--- config.mk ---
export PLATFORM = sky130hd
export DESIGN_NAME = divisor_secuencial_flat
export DESIGN_NICKNAME = d
export VERILOG_FILES = /design/src/rtl/divisor_secuencial_pkg.sv /design/src/rtl/divisor_secuencial_if.sv /design/src/rtl/divisor_paso.sv /design/src/rtl/divisor_secuencial.sv /design/src/flat_wrapper.sv
export SDC_FILE = /design/constraint.sdc
export NUM_CORES = 1
export LEC_CHECK = 0
export CORE_ASPECT_RATIO = 0.8
export CORE_UTILIZATION = 45
export CTS_BUF_LIST = sky130_fd_sc_hd__clkbuf_4 sky130_fd_sc_hd__clkbuf_8 sky130_fd_sc_hd__clkbuf_16
export DETAILED_ROUTE_END_ITERATION = 10
export HOLD_SLACK_MARGIN = 0.1
export PLACE_DENSITY_LB_ADDON = 0.1
export SKIP_LAST_GASP = 1
export SLEW_MARGIN = 20
export SYNTH_ARGS = -nofsm -noshare
export SYNTH_HDL_FRONTEND = slang
export SYNTH_SLANG_ARGS = --single-unit
--- constraint.sdc ---
create_clock -name clk -period 4.89 [get_ports clk]
set_input_delay 0.978 -clock clk [delete_from_list [all_inputs] [get_ports clk]]
set_output_delay 0.978 -clock clk [all_outputs]
set_load 0.05 [all_outputs]
--- src/rtl/divisor_secuencial_pkg.sv ---
// Shared word format, derived dividend width and FSM state encoding for the
// sequential signed fixed-point divider.
package divisor_secuencial_pkg;

    localparam int N  = 16;
    localparam int F  = 8;
    localparam int W  = N + 1 + F;
    localparam int CW = $clog2(W);

    typedef enum logic [1:0] {
        IDLE   = 2'b00,
        CARGA  = 2'b01,
        DIVIDE = 2'b10,
        AJUSTE = 2'b11
    } estado_t;

endpackage

--- src/rtl/divisor_secuencial_if.sv ---
// Start/done handshake and operand/result bus of the divider.
interface divisor_secuencial_if #(
    parameter int N = divisor_secuencial_pkg::N
);

    logic [N-1:0] dato1;
    logic [N-1:0] dato2;
    logic [N-1:0] dato3;
    logic         inicio;
    logic [N-1:0] resultado;
    logic         ocupado;
    logic         listo;
    logic         div_cero;
    logic         desborde;

    modport master (
        output dato1, dato2, dato3, inicio,
        input  resultado, ocupado, listo, div_cero, desborde
    );

    modport slave (
        input  dato1, dato2, dato3, inicio,
        output resultado, ocupado, listo, div_cero, desborde
    );

endinterface

--- src/rtl/divisor_paso.sv ---
// One combinational restoring-division step: shift a bit into the remainder,
// trial-subtract the divisor, keep the difference only if it did not go negative.
module divisor_paso
    import divisor_secuencial_pkg::*;
(
    input  logic [N-1:0] resto,
    input  logic [N-1:0] divisor,
    input  logic         bit_entrada,
    output logic [N-1:0] resto_nuevo,
    output logic         q_bit
);

    logic [N:0]   desplazado;
    logic [N+1:0] diferencia;

    always_comb begin
        desplazado  = {resto, bit_entrada};
        diferencia  = {1'b0, desplazado} - {2'b00, divisor};
        q_bit       = ~diferencia[N+1];
        resto_nuevo = N'(q_bit ? diferencia[N:0] : desplazado);
    end

endmodule

--- src/rtl/divisor_secuencial.sv ---
// Sequential signed Q(N-F).F divider recovering b = (r - c) / a, one restoring step per clock.
// Build option: DIVISOR_SATURACION_EN saturates the result on overflow instead of wrapping.
module divisor_secuencial
    import divisor_secuencial_pkg::*;
(
    input  logic                 clk,
    input  logic                 reset,
    divisor_secuencial_if.slave  bus
);

    localparam logic [N-1:0] SAT_POS = {1'b0, {(N-1){1'b1}}};
    localparam logic [N-1:0] SAT_NEG = {1'b1, {(N-1){1'b0}}};
    localparam logic [W-1:0] MAX_POS = {{(W-N){1'b0}}, SAT_POS};
    localparam logic [W-1:0] MAX_NEG = {{(W-N){1'b0}}, SAT_NEG};

    estado_t estado, estado_sig;

    logic [N-1:0]  r_q, a_q, c_q;
    logic          signo, d_neg, d_cero;
    logic [N:0]    d_ext, d_mag;
    logic [N-1:0]  a_mag, resto, resto_nuevo;
    logic [W-1:0]  dividendo;
    logic [CW-1:0] cnt;
    logic          q_bit, ocupado_c, ovf_calc, cero_calc;
    logic [N-1:0]  res_calc, resultado_q;
    logic          listo_q, div_cero_q, desborde_q;

    divisor_paso u_paso (
        .resto       (resto),
        .divisor     (a_mag),
        .bit_entrada (dividendo[W-1]),
        .resto_nuevo (resto_nuevo),
        .q_bit       (q_bit)
    );

    always_ff @(posedge clk or negedge reset) begin
        if (!reset) estado <= IDLE;
        else        estado <= estado_sig;
    end

    always_comb begin
        estado_sig = estado;
        ocupado_c  = 1'b0;
        case (estado)
            IDLE:   if (bus.inicio) estado_sig = CARGA;
            CARGA: begin
                ocupado_c  = 1'b1;
                estado_sig = cero_calc ? AJUSTE : DIVIDE;
            end
            DIVIDE: begin
                ocupado_c = 1'b1;
                if (cnt == CW'(W - 1)) estado_sig = AJUSTE;
            end
            AJUSTE: begin
                ocupado_c  = 1'b1;
                estado_sig = IDLE;
            end
            default: estado_sig = IDLE;
        endcase
    end

    // d is formed one bit wider than the operands so r - c can never wrap.
    always_comb begin
        d_ext     = {r_q[N-1], r_q} - {c_q[N-1], c_q};
        d_mag     = d_ext[N] ? -d_ext : d_ext;
        a_mag     = a_q[N-1] ? -a_q : a_q;
        cero_calc = (a_q == '0);
        ovf_calc  = signo ? (dividendo > MAX_NEG) : (dividendo > MAX_POS);
        res_calc  = signo ? N'(-dividendo) : dividendo[N-1:0];
        if (cero_calc) begin
            res_calc = d_cero ? '0 : (d_neg ? SAT_NEG : SAT_POS);
        end else if (ovf_calc) begin
`ifdef DIVISOR_SATURACION_EN
            res_calc = signo ? SAT_NEG : SAT_POS;
`endif
        end
    end

    // The dividend register shifts out its MSB each step and collects quotient bits at the LSB.
    always_ff @(posedge clk or negedge reset) begin
        if (!reset) begin
            r_q         <= '0;
            a_q         <= '0;
            c_q         <= '0;
            signo       <= 1'b0;
            d_neg       <= 1'b0;
            d_cero      <= 1'b0;
            dividendo   <= '0;
            resto       <= '0;
            cnt         <= '0;
            resultado_q <= '0;
            div_cero_q  <= 1'b0;
            desborde_q  <= 1'b0;
            listo_q     <= 1'b0;
        end else begin
            listo_q <= 1'b0;
            case (estado)
                IDLE: if (bus.inicio) begin
                    r_q <= bus.dato1;
                    a_q <= bus.dato2;
                    c_q <= bus.dato3;
                end
                CARGA: begin
                    signo     <= d_ext[N] ^ a_q[N-1];
                    d_neg     <= d_ext[N];
                    d_cero    <= (d_ext == '0);
                    dividendo <= {d_mag, {F{1'b0}}};
                    resto     <= '0;
                    cnt       <= '0;
                end
                DIVIDE: begin
                    resto     <= resto_nuevo;
                    dividendo <= {dividendo[W-2:0], q_bit};
                    cnt       <= cnt + 1'b1;
                end
                AJUSTE: begin
                    resultado_q <= res_calc;
                    div_cero_q  <= cero_calc;
                    desborde_q  <= !cero_calc && ovf_calc;
                    listo_q     <= 1'b1;
                end
                default: ;
            endcase
        end
    end

    assign bus.resultado = resultado_q;
    assign bus.ocupado   = ocupado_c;
    assign bus.listo     = listo_q;
    assign bus.div_cero  = div_cero_q;
    assign bus.desborde  = desborde_q;

endmodule

--- src/flat_wrapper.sv ---
// flat-port wrapper written by rule: the top's interface ports become plain ports
module divisor_secuencial_flat import divisor_secuencial_pkg::*;
  (clk, reset, bus_dato1, bus_dato2, bus_dato3, bus_inicio, bus_resultado, bus_ocupado, bus_listo, bus_div_cero, bus_desborde);
  divisor_secuencial_if bus_i ();
  input  logic clk;
  input  logic reset;
  input wire logic [$bits(bus_i.dato1)-1:0] bus_dato1;
  input wire logic [$bits(bus_i.dato2)-1:0] bus_dato2;
  input wire logic [$bits(bus_i.dato3)-1:0] bus_dato3;
  input wire logic [$bits(bus_i.inicio)-1:0] bus_inicio;
  output wire logic [$bits(bus_i.resultado)-1:0] bus_resultado;
  output wire logic [$bits(bus_i.ocupado)-1:0] bus_ocupado;
  output wire logic [$bits(bus_i.listo)-1:0] bus_listo;
  output wire logic [$bits(bus_i.div_cero)-1:0] bus_div_cero;
  output wire logic [$bits(bus_i.desborde)-1:0] bus_desborde;
  assign bus_i.dato1 = bus_dato1;
  assign bus_i.dato2 = bus_dato2;
  assign bus_i.dato3 = bus_dato3;
  assign bus_i.inicio = bus_inicio;
  assign bus_resultado = bus_i.resultado;
  assign bus_ocupado = bus_i.ocupado;
  assign bus_listo = bus_i.listo;
  assign bus_div_cero = bus_i.div_cero;
  assign bus_desborde = bus_i.desborde;
  divisor_secuencial u_core (.clk(clk), .reset(reset), .bus(bus_i));
endmodule
== After elaboration in Yosys (flattened, before gate mapping) ==
Cells that the tools add are included.
Word-level totals
  register bits after elaboration: 118
  latch bits: 0
  bits in writable memories: 0
  ROM bits: 0
  output and inout port bits: 20
  memories kept: 0
Cells by class
  add/sub/neg operators: 6
  $mul: 0
  divide/modulo/power cells: 0
  $lt $le $gt $ge: 2
  eq/ne operators: 6
  shift-type cells: 0
  multiplexer cells: 17
  bitwise logic cells: 2
  reduce and logical (&&, ||, !) cells: 9
Operators by type and width (number)
  $mux W16: 6
  $pmux W25 S2: 1
  $neg A16 Y16: 2
  $pmux W16 S2: 1
  $gt A25 B15 Y1 const B: 1
  $gt A25 B16 Y1 const B: 1
  $sub A17 B16 Y18: 1
  $logic_not A17 Y1: 1
  $mux W17: 1
  $neg A17 Y17: 1
  $sub A16 B16 Y17: 1
  $logic_not A16 Y1: 1
  $pmux W5 S2: 1
  $pmux W2 S4: 1
  $add A5 B1 Y5 const B: 1
  $eq A5 B5 Y1 const B: 1
  $eq A2 B2 Y1 const B: 2
  $mux W1: 4
  $mux W2: 2
  $reduce_and A2 Y1: 2
  $reduce_or A3 Y1: 1
  $eq A2 B1 Y1 const B: 1
  $logic_not A2 Y1: 1
  $ne A2 B1 Y1 const B: 1
  other kinds (6): 6

== Longest topological paths before layout ==
  depth after elaboration: 5
  mapped depth: 17
  depth with buffers taken out: 16

== Cells and area by module ==
Synthesis repeated with hierarchy kept, for this count alone.
Second synthesis, totals
  cells, all modules: 857
  area, all modules: 7905.1 um^2
By module, submodules not included
  divisor_secuencial: instances 1, cells an instance 700, area an instance 6742.7 um^2
  divisor_paso: instances 1, cells an instance 157, area an instance 1162.4 um^2

== Worst setup path before layout ==
OpenSTA, ideal clock, no wires.
  kind: reg2reg
  start point: register u_core.a_q[2]
  end point: register u_core.resto[11]
  setup time: 0.141 ns
  arrival: 3.475 ns
  required time: 4.749 ns
  path slack: 1.274 ns
  stages on the path, launching flop included: 13
  cell sequence: dfrtp_1 nor3_1 nand3b_1 or4_1 o41ai_1 xor2_1 ha_1 or3_1 a211o_1 a311oi_2 buf_2 mux2i_1 o22ai_1
On the way
  longest elaborated chain between the ends: 5
Ends and longest elaborated chain
  from (decl): RTL line divisor_secuencial.sv:18  | logic [N-1:0] r_q, a_q, c_q;
  from (signal assigned): RTL line divisor_secuencial.sv:100  | a_q <= bus.dato2;
  $neg A16 Y16: RTL line divisor_secuencial.sv:66  | a_mag = a_q[N-1] ? -a_q : a_q;
  $mux W16 (*): RTL line divisor_secuencial.sv:66
  $sub A17 B16 Y18 (*): RTL line divisor_paso.sv:18  | diferencia = {1'b0, desplazado} - {2'b00, divisor};
  $mux W16 (*): RTL line divisor_paso.sv:20  | resto_nuevo = N'(q_bit ? diferencia[N:0] : desplazado);
  $pmux W16 S2 (*): RTL line divisor_secuencial.sv:97  | case (estado)
  to (signal assigned): RTL line divisor_secuencial.sv:112  | resto <= resto_nuevo;
  to (decl): RTL line divisor_secuencial.sv:21  | logic [N-1:0] a_mag, resto, resto_nuevo;
Every way passes the cells marked *; elsewhere a longest branch is shown, timed or not.
A chain may end at the register's enable or synchronous reset.

== Worst setup path in the final report ==
  start point: register u_core.a_q[2]
  end point: register u_core.resto[4]
The elaborated chain is that of the path after synthesis.

==> impl_results.md <==
- Min Tclk post-route: 3.908 ns
- Clk Latency, worst-skew pair: 0.42 ns
- Yosys top cell by area: dfrtp_1
- CP arrival: 4.18 ns
- CP max FO: 28
- Syn_area_per_cell: 9.438 um^2
- Distinct cells, synth: 63
- P per Cell Area: 828.9 nW/um^2
- Maximum vdd drop: 0.3915 mV
- GRT Overall Usage: 20.52%
- Final hold vios: 0
- Clk sinks: 118
- Clock H-tree levels: 4
- Vias per cell: 5.596
- Vias post-DR: 6061
- Final setup violation count: 0
- Register area share after synthesis: 39.35%
- Buffers added on ports: 70
- CP startpoint kind: flip-flop
- Effective utilization at floorplan: 46.73%
- Area share of the largest cell type after synthesis: 39.35%
- Diode count: 0
- Layout cells sized above 1: 11.87%
- Most frequent cells in the layout: dfrtp_1, inv_1, clkdlybuf4s50_1, mux2_2, nor2_1
- Setup CP Type: reg2reg
- Setup TNS: 0 ns
- Number of remaining DRC errors: 0
- Nets: 951
- Relative slew slack: 27.38%
- Core area: 16060 um^2
- Leak: 0.003936 uW
- Yosys warns: 0
- Vias in the first global route: 5868
- Post-Syn Area: 7503 um^2
- FFs w/ async S/R, synth: 100.0%
- Initial antenna violation count: 0
- Worst r2r path cells: 14
- Avg WL per Cell: 15.20 um
- Worst-Margin Slew: 1.079 ns
- Root buf cell: clkbuf_16
- CTS tree: yes
- Synth-to-Final Area Change: 20.48%
- Clock Tree Buf Depth: 2
- Initial DRC Count: 449
- Commonest non-fill, non-tap cell in the layout: dfrtp_1
- Crit path capture type: flip-flop
- GR Overflow Total: 0
- Final WL: 16470 um
- Die Ht: 117.5 um
- Post-CTS Setup Inserts: 0
- Horiz. Die Dim: 146.4 um
- Number of synthesized flops with an enable pin: 0
- Gpl congestion: 0.9656
- Top FF cell, synth: dfrtp_1
- Clock Skew: 0.007945 ns
- Max-cap check violation count: 0
- Routed Antenna Nets: 0
- Top-Level Pins: 71
- Cell count after synthesis: 795
- DP HPWL: 11900 um
- Ranking of synthesized cells by area: dfrtp_1, mux2_2, ha_1, xor2_1, inv_1
- Cell row count: 41
- # hold bufs at CTS: 0
- Min Hold Slack: 0.4990 ns
- Fmax: 255.9 MHz
- Post-cts sizing count: 0
- Final worst path period share: 79.92%
- Full die area: 17200 um^2
- TritonRoute pass-1 iters: 5
- CTS Buf Count: 17
- Synthesized Nets: 891
- Min-Delay Path Depth: 1
- RSZ-0062 raised after global routing: false
- First-pass GRT wire length: 28570 um
- Largest net degree at the start of global routing: 60
- Seq cells post-synth: 118
- Required time of the worst setup path: 5.16 ns
- Status: finished clean
- Type of the most critical hold path: reg2reg
- Pins Over Slew Limit: 0
- Clock transition at path regs: 0.06 ns
==> critical path: stages (launching register included) <==
cell	delay, ns
dfrtp_1	0.43
nor3_1	0.27
nand3b_1	0.16
or4_1	0.49
o41ai_1	0.32
xor2_1	0.23
ha_1	0.32
nand2_1	0.11
o21ai_0	0.11
a211o_1	0.33
a311oi_2	0.24
buf_4	0.34
and3b_1	0.22
a21oi_1	0.12
o22ai_1	0.08
==> synth_stat cells (6+ instances only) <==
cell type  count
mux2i_1        6
xnor2_1       22
a31oi_1       13
o21ai_0       49
nor3_1        19
or3_1          6
xor2_1        40
o22ai_1       18
nand3_1       26
a21oi_1       35
dfrtp_1      118
o21a_1        15
mux2_2        51
nand2b_1       6
nor2b_1       18
nor2_1        50
a211oi_1       6
nand2_1       41
o31ai_1       10
clkbuf_1      24
ha_1          43
o221ai_1      19
buf_1          6
nand4_1        8
a21o_1         6
inv_1         78
==> registers in the layout, indices dropped and copies added (netlist names) <==
signal / cells
u_core.bus.div_cero: 1
u_core.c_q: 16
u_core.bus.desborde: 1
u_core.a_q: 16
u_core.resto: 16
u_core.bus.resultado: 16
u_core.cnt: 5
u_core.bus.listo: 1
u_core.r_q: 16
u_core.signo: 1
u_core.d_neg: 1
u_core.d_cero: 1
u_core.estado: 2
u_core.dividendo: 25
==> where the power goes <==
part / switching, uW / internal, uW
Sequential: 313 / 1340
Clock: 470 / 906
Combinational: 2630 / 1830
==> path summary, 6_finish.rpt <==
kind,start,to,slack (ns)
setup / recovery,u_core.a_q[2]$_DFFE_PN0P_,u_core.resto[4]$_DFFE_PN0P_,0.98
hold / removal,u_core.cnt[4]$_DFFE_PN0P_,u_core.cnt[4]$_DFFE_PN0P_,0.50
setup reg to reg,u_core.a_q[2]$_DFFE_PN0P_,u_core.resto[4]$_DFFE_PN0P_,0.98
hold reg to reg,u_core.cnt[4]$_DFFE_PN0P_,u_core.cnt[4]$_DFFE_PN0P_,0.50
max in group asynchronous,reset,u_core.a_q[8]$_DFFE_PN0P_,3.27
min in group asynchronous,reset,u_core.c_q[4]$_DFFE_PN0P_,0.63
==> area by class of cell <==
cell class              count  area (um^2)
inverters                  78        292.8
flip-flops and latches    118         2953
multi-input cells         564         4130
fillers                  1401         7017
well taps                 215        269.0
clock buffers              17        425.4
clock inverters            15        226.5
repair buffers             76        743.2
==> stage by stage <==
step	setup WS, ns	cell area [um^2]	cells	power (uW)	utilization [%]
2_1_floorplan	1.274	7503	795	5133	-
3_3_place_gp	1.173	8383	1051	5952	52.21
3_5_place_dp	1.031	8383	1051	6090	52.21
4_1_cts	1.024	9035	1083	7516	56.27
5_1_grt	0.6442	9040	1083	8126	56.30
6_report	0.9819	9040	1083	7493	56.30
==> cell families (layout without fill, tap and decap cells) <==
family          count (synthesis)  count (layout)  share of synthesized area (%)
xor+xnor                       62              62                          7.237
flops                         118             118                          39.35
simple gates                  198             198                          13.42
mux                            57              57                          8.454
buf+inv                       113             186                          5.736
compound gates                202             202                          18.09
fa+ha+maj                      45              45                          7.704
==> per-layer routing <==
metal,global-route usage [%],vias to the layer above,routed length (um)
met1,29.34,2910,8361
met2,30.89,165,7137
met3,4.302,22,742
met4,6.706,0,226
met5,0,-,0
li1,-,2964,-
Power figures use the tool's default switching activity.
